`src/rtl/video_freeze_ctrl_pkg.sv`:
```
// Shared types and defaults for the video freeze sequencer.
package video_freeze_ctrl_pkg;

  typedef enum logic [2:0] {
    ST_IDLE    = 3'd0,
    ST_ARM     = 3'd1,
    ST_FROZEN  = 3'd2,
    ST_DRAIN   = 3'd3,
    ST_HOLDOFF = 3'd4
  } vfc_state_t;

  localparam int unsigned VFC_TIMEOUT_DEF    = 3_000_000;
  localparam int unsigned VFC_MIN_FRAMES_DEF = 2;

  function automatic logic [2:0] lowest_set(input logic [7:0] v);
    logic       found;
    logic [2:0] idx;
    found = 1'b0;
    idx   = '0;
    for (int unsigned i = 0; i < 8; i++) begin
      if (v[i] && !found) begin
        idx   = 3'(i);
        found = 1'b1;
      end
    end
    return idx;
  endfunction

endpackage

```
`src/rtl/vfc_sync_watch.sv`:
```
// Vsync input registers, rise detectors and the state watchdog counter.
module vfc_sync_watch #(
  parameter int unsigned     TO_W    = 22,
  parameter logic [TO_W-1:0] TIMEOUT = TO_W'(3_000_000)
) (
  input  logic clk,
  input  logic reset,
  input  logic i_vs_in,
  input  logic i_vs_out,
  input  logic i_clr,
  output logic o_vs_rise,
  output logic o_frm_rise,
  output logic o_tc
);

  logic            r_vs_in;
  logic            r_vs_in_q;
  logic            r_vs_out;
  logic            r_vs_out_q;
  logic [TO_W-1:0] r_tmo;

  always_ff @(posedge clk) begin
    if (reset) begin
      r_vs_in    <= 1'b0;
      r_vs_in_q  <= 1'b0;
      r_vs_out   <= 1'b0;
      r_vs_out_q <= 1'b0;
      r_tmo      <= '0;
    end else begin
      r_vs_in    <= i_vs_in;
      r_vs_in_q  <= r_vs_in;
      r_vs_out   <= i_vs_out;
      r_vs_out_q <= r_vs_out;
      r_tmo      <= i_clr ? '0 : r_tmo + 1'b1;
    end
  end

  assign o_vs_rise  = r_vs_in & ~r_vs_in_q;
  assign o_frm_rise = r_vs_out & ~r_vs_out_q;
  assign o_tc       = (r_tmo == TIMEOUT - TO_W'(1));

endmodule

```
`src/rtl/video_freeze_ctrl.sv`:
```
// Vsync-aligned freeze arbiter for the shared video freezer.
// Optional post-release holdoff state: define VIDEO_FREEZE_CTRL_HOLDOFF_EN.
module video_freeze_ctrl
  import video_freeze_ctrl_pkg::*;
#(
  parameter int unsigned     NREQ       = 4,
  parameter int unsigned     TO_W       = 22,
  parameter logic [TO_W-1:0] TIMEOUT    = TO_W'(VFC_TIMEOUT_DEF),
  parameter int unsigned     MIN_FRAMES = VFC_MIN_FRAMES_DEF
`ifdef VIDEO_FREEZE_CTRL_HOLDOFF_EN
  , parameter int unsigned   HOLDOFF_FRAMES = 4
`endif
) (
  input  logic                    clk,
  input  logic                    reset,
  input  logic [NREQ-1:0]         req,
  output logic [NREQ-1:0]         ack,
  output logic [$clog2(NREQ)-1:0] owner,
  input  logic                    vs_in,
  input  logic                    vs_out,
  input  logic                    lock_valid,
  output logic                    freeze,
  output logic                    frozen,
  output logic                    nolock
);

  localparam int unsigned    OW   = $clog2(NREQ);
  localparam int unsigned    FW   = $clog2(MIN_FRAMES + 2);
  localparam logic [FW-1:0]  MINF = FW'(MIN_FRAMES);
`ifdef VIDEO_FREEZE_CTRL_HOLDOFF_EN
  localparam int unsigned    HW    = $clog2(HOLDOFF_FRAMES + 1);
  localparam logic [HW-1:0]  HLAST = HW'(HOLDOFF_FRAMES - 1);
  localparam vfc_state_t     ST_RELEASE = ST_HOLDOFF;
  logic [HW-1:0]             r_hcnt;
`else
  localparam vfc_state_t     ST_RELEASE = ST_IDLE;
`endif

  vfc_state_t      r_state;
  vfc_state_t      w_nxt;
  logic [FW-1:0]   r_fcnt;
  logic            r_frz;
  logic [NREQ-1:0] r_ack;
  logic [OW-1:0]   r_owner;
  logic            r_nolock;
  logic            w_vs_rise;
  logic            w_frm_rise;
  logic            w_tc;
  logic            w_clr;
  logic            w_req_any;

  assign w_req_any = |req;

  vfc_sync_watch #(
    .TO_W    (TO_W),
    .TIMEOUT (TIMEOUT)
  ) u_watch (
    .clk        (clk),
    .reset      (reset),
    .i_vs_in    (vs_in),
    .i_vs_out   (vs_out),
    .i_clr      (w_clr),
    .o_vs_rise  (w_vs_rise),
    .o_frm_rise (w_frm_rise),
    .o_tc       (w_tc)
  );

  always_comb begin
    w_nxt = r_state;
    case (r_state)
      ST_IDLE:   if (w_req_any) w_nxt = ST_ARM;
      ST_ARM: begin
        if (!w_req_any)                  w_nxt = ST_IDLE;
        else if (lock_valid && w_vs_rise) w_nxt = ST_FROZEN;
        else if (w_tc)                    w_nxt = ST_FROZEN;
      end
      ST_FROZEN: if (!w_req_any && (r_fcnt >= MINF)) w_nxt = ST_DRAIN;
      ST_DRAIN: begin
        if (w_req_any)              w_nxt = ST_FROZEN;
        else if (w_vs_rise || w_tc) w_nxt = ST_RELEASE;
      end
`ifdef VIDEO_FREEZE_CTRL_HOLDOFF_EN
      ST_HOLDOFF: if (w_tc || (w_vs_rise && (r_hcnt == HLAST))) w_nxt = ST_IDLE;
`endif
      default:   w_nxt = ST_IDLE;
    endcase
  end

  // Source vsync only restarts the watchdog while waiting for an edge.
  assign w_clr = (w_nxt != r_state) ||
                 (w_vs_rise && ((r_state == ST_ARM) || (r_state == ST_DRAIN)));

  always_ff @(posedge clk) begin
    if (reset) begin
      r_state  <= ST_IDLE;
      r_frz    <= 1'b0;
      r_ack    <= '0;
      r_owner  <= '0;
      r_nolock <= 1'b0;
      r_fcnt   <= '0;
    end else begin
      r_state <= w_nxt;
      r_frz   <= (w_nxt == ST_FROZEN) || (w_nxt == ST_DRAIN);
      r_ack   <= (r_state == ST_FROZEN) ? req : '0;
      if ((r_state == ST_FROZEN) && w_req_any)
        r_owner <= OW'(lowest_set(8'(req)));
      if ((r_state == ST_ARM) && (w_nxt == ST_FROZEN)) begin
        r_nolock <= ~(lock_valid & w_vs_rise);
        r_fcnt   <= '0;
      end else if ((r_state == ST_FROZEN) && w_frm_rise && (r_fcnt != MINF)) begin
        r_fcnt <= r_fcnt + 1'b1;
      end
    end
  end

`ifdef VIDEO_FREEZE_CTRL_HOLDOFF_EN
  always_ff @(posedge clk) begin
    if (reset || (r_state != ST_HOLDOFF)) r_hcnt <= '0;
    else if (w_vs_rise)                   r_hcnt <= r_hcnt + 1'b1;
  end
`endif

  assign freeze = r_frz;
  assign frozen = r_frz;
  assign ack    = r_ack;
  assign owner  = r_owner;
  assign nolock = r_nolock;

endmodule

```
`config.mk`:
```
export PLATFORM = sky130hd
export DESIGN_NAME = video_freeze_ctrl
export DESIGN_NICKNAME = d
export VERILOG_FILES = /design/src/rtl/video_freeze_ctrl_pkg.sv /design/src/rtl/vfc_sync_watch.sv /design/src/rtl/video_freeze_ctrl.sv
export SDC_FILE = /design/constraint.sdc
export NUM_CORES = 1
export LEC_CHECK = 0
export BUFFER_PORTS_ARGS = -buffer_cell sky130_fd_sc_hd__buf_2
export CORE_MARGIN = 5
export CORE_UTILIZATION = 40
export DETAILED_ROUTE_END_ITERATION = 16
export PLACE_DENSITY_LB_ADDON = 0.15
export SLEW_MARGIN = 20
export SYNTH_ARGS = -nofsm -noshare
export SYNTH_HDL_FRONTEND = slang
export SYNTH_SLANG_ARGS = --single-unit
```
`constraint.sdc`:
```
create_clock -name clk -period 1.9 [get_ports clk]
set_clock_uncertainty 0.15 [all_clocks]
set_input_delay 0.095 -clock clk [delete_from_list [all_inputs] [get_ports clk]]
set_output_delay 0.095 -clock clk [all_outputs]
set_load 0.05 [all_outputs]
```
=== After elaboration in Yosys (flattened, before gate mapping) ===
Index checks and enable logic that the tools add are counted.

* Mux-type cells: 20
* Eq/ne operators: 8
* Bitwise gates (word level): 7
* Reduce and logical (&&, ||, !) cells: 23
* Order comparisons: 1
* Add/subtract/negate cells: 2

{| class="wikitable"
|+ Operators by type and width
! kind !! count
|-
| $add A22 B1 Y22 const B || 1
|-
| $eq A22 B22 Y1 const B || 1
|-
| $mux W3 || 7
|-
| $eq A3 B2 Y1 const B || 4
|-
| $pmux W3 S4 || 1
|-
| $logic_and A1 B1 Y1 || 10
|-
| $mux W1 || 10
|-
| $reduce_or A2 Y1 || 3
|-
| $logic_not A1 Y1 || 4
|-
| $logic_or A1 B1 Y1 || 4
|-
| $mux W2 || 2
|-
| $not A1 Y1 || 4
|-
| $reduce_or A4 Y1 || 1
|-
| $and A1 B1 Y1 || 3
|-
| $eq A3 B1 Y1 const B || 1
|-
| $logic_not A3 Y1 || 1
|-
| $ne A3 B3 Y1 || 1
|-
| $add A2 B1 Y2 const B || 1
|-
| $ge A2 B2 Y1 const B || 1
|-
| $ne A2 B2 Y1 const B || 1
|}

* Logic and storage cells: 72
* Output and inout port bits: 9
* Register bits after elaboration: 39

=== Logic depth before layout (Yosys ltp) ===
* Depth in word-level cells: 17
* Depth in mapped cells: 8

=== Cells and area by module ===
Synthesis repeated with hierarchy kept, for this count alone.

* Cell total of the unflattened synthesis: 191
* Area, all modules: 1,756.7 µm²

{| class="wikitable"
|+ By module, submodules not included
! module !! cells each !! area each (µm²) !! times used
|-
| vfc_sync_watch || 132 || 1,173.6 || 1
|-
| video_freeze_ctrl || 59 || 583.1 || 1
|}

=== Least setup slack after synthesis ===
Ideal clock, no wire load.

* Path type: register -> register
* Start: register u_watch.r_tmo[12]
* End: register u_watch.r_tmo[7]
* Buffers on the path: 1
* Library setup time: 119 ps
* Period minus slack after synthesis: 2,005 ps
* Path slack: -105 ps
* Data required time: 1,631 ps
* Cell stages (with the launch flop): 8
* Arrival time: 1,736 ps
* Cell sequence: dfxtp_1 > or4_4 > nor4_4 > and3_2 > nor3_1 > o21ai_2 > buf_6 > nor2_4

* Word-level cells in the longest chain between the ends: 8

{| class="wikitable"
|+ Ends and longest elaborated chain
! item !! line !! RTL
|-
| from (decl) || vfc_sync_watch.sv:20 || <nowiki>logic [TO_W-1:0] r_tmo;</nowiki>
|-
| from (signal assigned) || vfc_sync_watch.sv:34 || <nowiki>r_tmo <= i_clr ? '0 : r_tmo + 1'b1;</nowiki>
|-
| $eq A22 B22 Y1 (*) || vfc_sync_watch.sv:40 || <nowiki>assign o_tc = (r_tmo == TIMEOUT - TO_W'(1));</nowiki>
|-
| $mux W3 / $logic_or A1 B1 Y1 (equally long branches) || video_freeze_ctrl.sv:75, video_freeze_ctrl.sv:80 ||
|-
| $mux W3 (on tied branches) || video_freeze_ctrl.sv:74, video_freeze_ctrl.sv:80 ||
|-
| $mux W3 (on tied branches) || video_freeze_ctrl.sv:73, video_freeze_ctrl.sv:79 ||
|-
| $pmux W3 S4 (*) || video_freeze_ctrl.sv:70 || <nowiki>case (r_state)</nowiki>
|-
| $ne A3 B3 Y1 (*) || video_freeze_ctrl.sv:90 || <nowiki>assign w_clr = (w_nxt != r_state) ||</nowiki>
|-
| $logic_or A1 B1 Y1 (*) || video_freeze_ctrl.sv:90 ||
|-
| $reduce_or A2 Y1 (no line) (*) || - ||
|}

Every way passes the cells marked *; elsewhere a longest branch is shown, timed or not.
A chain may end at the register's enable or synchronous reset.

=== Worst setup path after layout ===
* Start: register u_watch.r_tmo[12]
* End: register u_watch.r_tmo[5]

Same word-level chain as after synthesis.

==> metrics.md <==
| Metric | Value |
|---|---|
| Count of final setup violators | `26` |
| Antenna violations before repair | `0` |
| Crit path max-delay family | `simple AND/OR/NAND/NOR gates` |
| Clock transition at the registers of the reported paths | `0.08 ns` |
| Via Count | `1457` |
| Yosys reg bits | `39` |
| # DRC | `0` |
| Startpoint Class | `register` |
| Final Cycle Share | `1.112` |
| Mapped Cells | `187` |
| # clock sinks | `39` |
| Failing checks | `setup timing` |
| Design Area, Final | `0.002327 sq mm` |
| Post-synth top area share | `0.4385` |
| Skew-Pair Late Insertion Delay | `roughly 0.29 ns` |
| Placement Cell Area | `0.002092 sq mm` |
| Routability congestion estimate from global placement | `0.8530` |
| Final HPWL DP | `2.761 mm` |
| Die X | `between 70 and 80 um` |
| Status | `complete, but fails checks` |
| RSZ-0062 raised after global routing | `yes` |
| Nets | `between 200 and 300` |
| Min Tclk post-route | `2.112 ns` |
| Fill count | `433` |
| Mapped Area | `between 0.0015 and 0.002 sq mm` |
| Yosys warnings | `0` |
| Crit path buffers/inverters | `1` |
| Post-synthesis sequential area ratio | `0.4385` |
| DRT antenna net count | `0` |
| Crit-path cells | `or4_4 -> nor4_4 -> nand4_1 -> a211oi_2 -> o21ai_2 -> buf_12 -> nor2_1` |
| Inserted Clock Buffers | `5` |
| Vias per std cell | `between 4 and 5` |
| DRT iter0 DRCs | `52` |
| Yosys cell types | `43` |
| Critical path type | `register to register` |
| Average instance area after synthesis | `9.521 sq um` |
| CP max stage delay | `approximately 0.55 ns` |
| WP data arrival | `2.18 ns` |
| Post-synth ARST share | `0` |
| Number of synthesized flops with an enable pin | `0` |
| Commonest cells after routing, fill and taps aside | `dfxtp_1 (38), buf_4 (24), nor2_2 (18)` |
| Commonest non-fill, non-tap cell in the layout | `dfxtp_1` |
| Buffers on Ports | `17` |
| Core area | `~0.0043 sq mm` |
| Die area | `slightly below 0.006 sq mm` |
| Largest net degree at the start of global routing | `18` |
| Num rows | `24` |
| Ports | `18` |
| Vias in the first global route | `between 1000 and 1500` |
| Gr usage total | `0.1333` |
| Synth top area cells | `dfxtp_1 (44%), xor2_1 (6.4%), nor2_2 (6.3%), xnor2_1 (4.4%), nand2_1 (3.0%)` |
| PD cells | `703.6 mW/mm^2` |
| Min-delay worst type | `input pin to register` |
| Final WS setup | `-0.2121 ns` |
| TritonRoute pass-1 iters | `4` |
| Layout cells sized above 1 | `0.3667` |
| Final hold violation count | `0` |
| Total Power | `1.637 mW` |
| First-pass GRT wire length | `6.451 mm` |
| Crit end category | `register` |
| Dpl cells | `275` |
| Clock root buffer | `clkbuf_8` |
| Max-slew violations | `0` |
| Ys flop type | `dfxtp_1` |
| Worst path slowest cell | `or4_4` |
| Diode count | `0` |
| P_leak | `just under 0.9 nW` |
| Area leader, netlist | `dfxtp_1` |
| Total Routed Length | `approximately 3.8 mm` |
| Wire length per cell | `between 10 and 15 um` |
| FMAX | `473.5 MHz` |
| CP Max Fanout | `17` |
| Mapped Nets | `slightly below 200` |
| Crit path required time | `1.97 ns` |
| Pre-CTS setup slack | `-0.2061 ns` |
| H-tree levels | `2` |
| VDD IR max | `roughly 0.00049 V` |
| Initial Utilization | `0.4117` |
| Die height | `76.72 um` |
| Grt ovf | `0` |
| Clock tree buffer depth | `2` |
| TritonCTS clock tree | `done` |
| Synthesis-to-layout area growth | `30.71%` |
| WHS | `0.02740 ns` |
| Non-Filler Instances | `slightly below 300` |
| Max Cap Viol | `0` |
-- kinds of logic (layout without fill, tap and decap cells) --
family / after synthesis / in the layout / synth area share
DFF: 39 / 39 / 0.4385
AOI/OAI and AO/OA: 19 / 19 / 0.08082
xor gates and xnor gates: 22 / 22 / 0.1082
buffers and inverters: 10 / 63 / 0.03373
and+or+nand+nor: 94 / 94 / 0.3226
adders and majority gates: 2 / 2 / 0.01405
other: 1 / 1 / 0.002106
-- synthesized netlist by cell type, types with 3 or more instances --
cell	n
nand4_1	6
nand3_1	9
nor2_2	18
nor2_1	12
nor3_1	6
nor2b_1	5
nand2_1	14
and2_1	5
and3_1	3
inv_1	5
xnor2_1	9
dfxtp_1	39
xor2_1	13
-- tightest hold or removal path, stage by stage --
cell    delay (ns)
buf_2         0.11
buf_4         0.12
and2_1        0.11
-- what timing repair did --
item / 4_1_cts / 5_1_grt
endpoints found under the setup margin: 27 / 28
resized for setup: 7 / 1
hold buffers: 6 / 0
endpoints found under the hold margin: 6 / 0
pin swaps: 6 / 0
buffers inserted: 3 / 0
-- per-stage QoR --
stage                 util  setup TNS (ns)
floorplan                -          -1.233
global placement    0.4838          -2.519
detailed placement  0.4838          -3.748
CTS                 0.5370          -4.513
global route        0.5382          -6.835
finish              0.5382          -4.192
-- flip-flops by register name, indices dropped and copies added, names as in the netlist, 2 cells and up --
register,flops
owner,2
r_fcnt,2
ack,4
r_state,3
u_watch.r_tmo,22
-- power breakdown --
group	leakage (nW)	internal, mW	switching [mW]
clock	0.0612	0.425	0.285
sequential	0.316	0.825	0.00734
combinational	0.518	0.0454	0.0497
total	0.895	1.30	0.342
-- layer usage --
metal | vias up | GRT usage | wire length, um
met5 | - | 0 | 0
met4 | 0 | 0.05769 | 77
met3 | 9 | 0.03513 | 131
met2 | 23 | 0.2207 | 1859
met1 | 687 | 0.1614 | 1750
li1 | 738 | - | -
-- final timing paths --
kind	start	to	slack, ns	cells past startpoint
setup / recovery	u_watch.r_tmo[12]$_SDFF_PP0_	u_watch.r_tmo[5]$_SDFF_PP0_	-0.21	7
hold / removal	req[0]	ack[0]$_SDFF_PP0_	0.03	3
setup reg to reg	u_watch.r_tmo[12]$_SDFF_PP0_	u_watch.r_tmo[5]$_SDFF_PP0_	-0.21	7
hold reg to reg	u_watch.r_vs_in$_SDFF_PP0_	u_watch.r_vs_in_q$_SDFF_PP0_	0.32	1
-- final cells by class --
cell class,count,area [sq um],share of cell area
repair buffers,50,367.9,0.1581
inverters,5,18.77,0.008065
well taps,52,65.06,0.02796
flip-flops and latches,39,782.0,0.3360
multi-input cells,138,975.9,0.4194
clock buffers,6,82.58,0.03548
clock inverters,2,35.03,0.01505
Note: power is estimated with default switching activity, not from simulation.
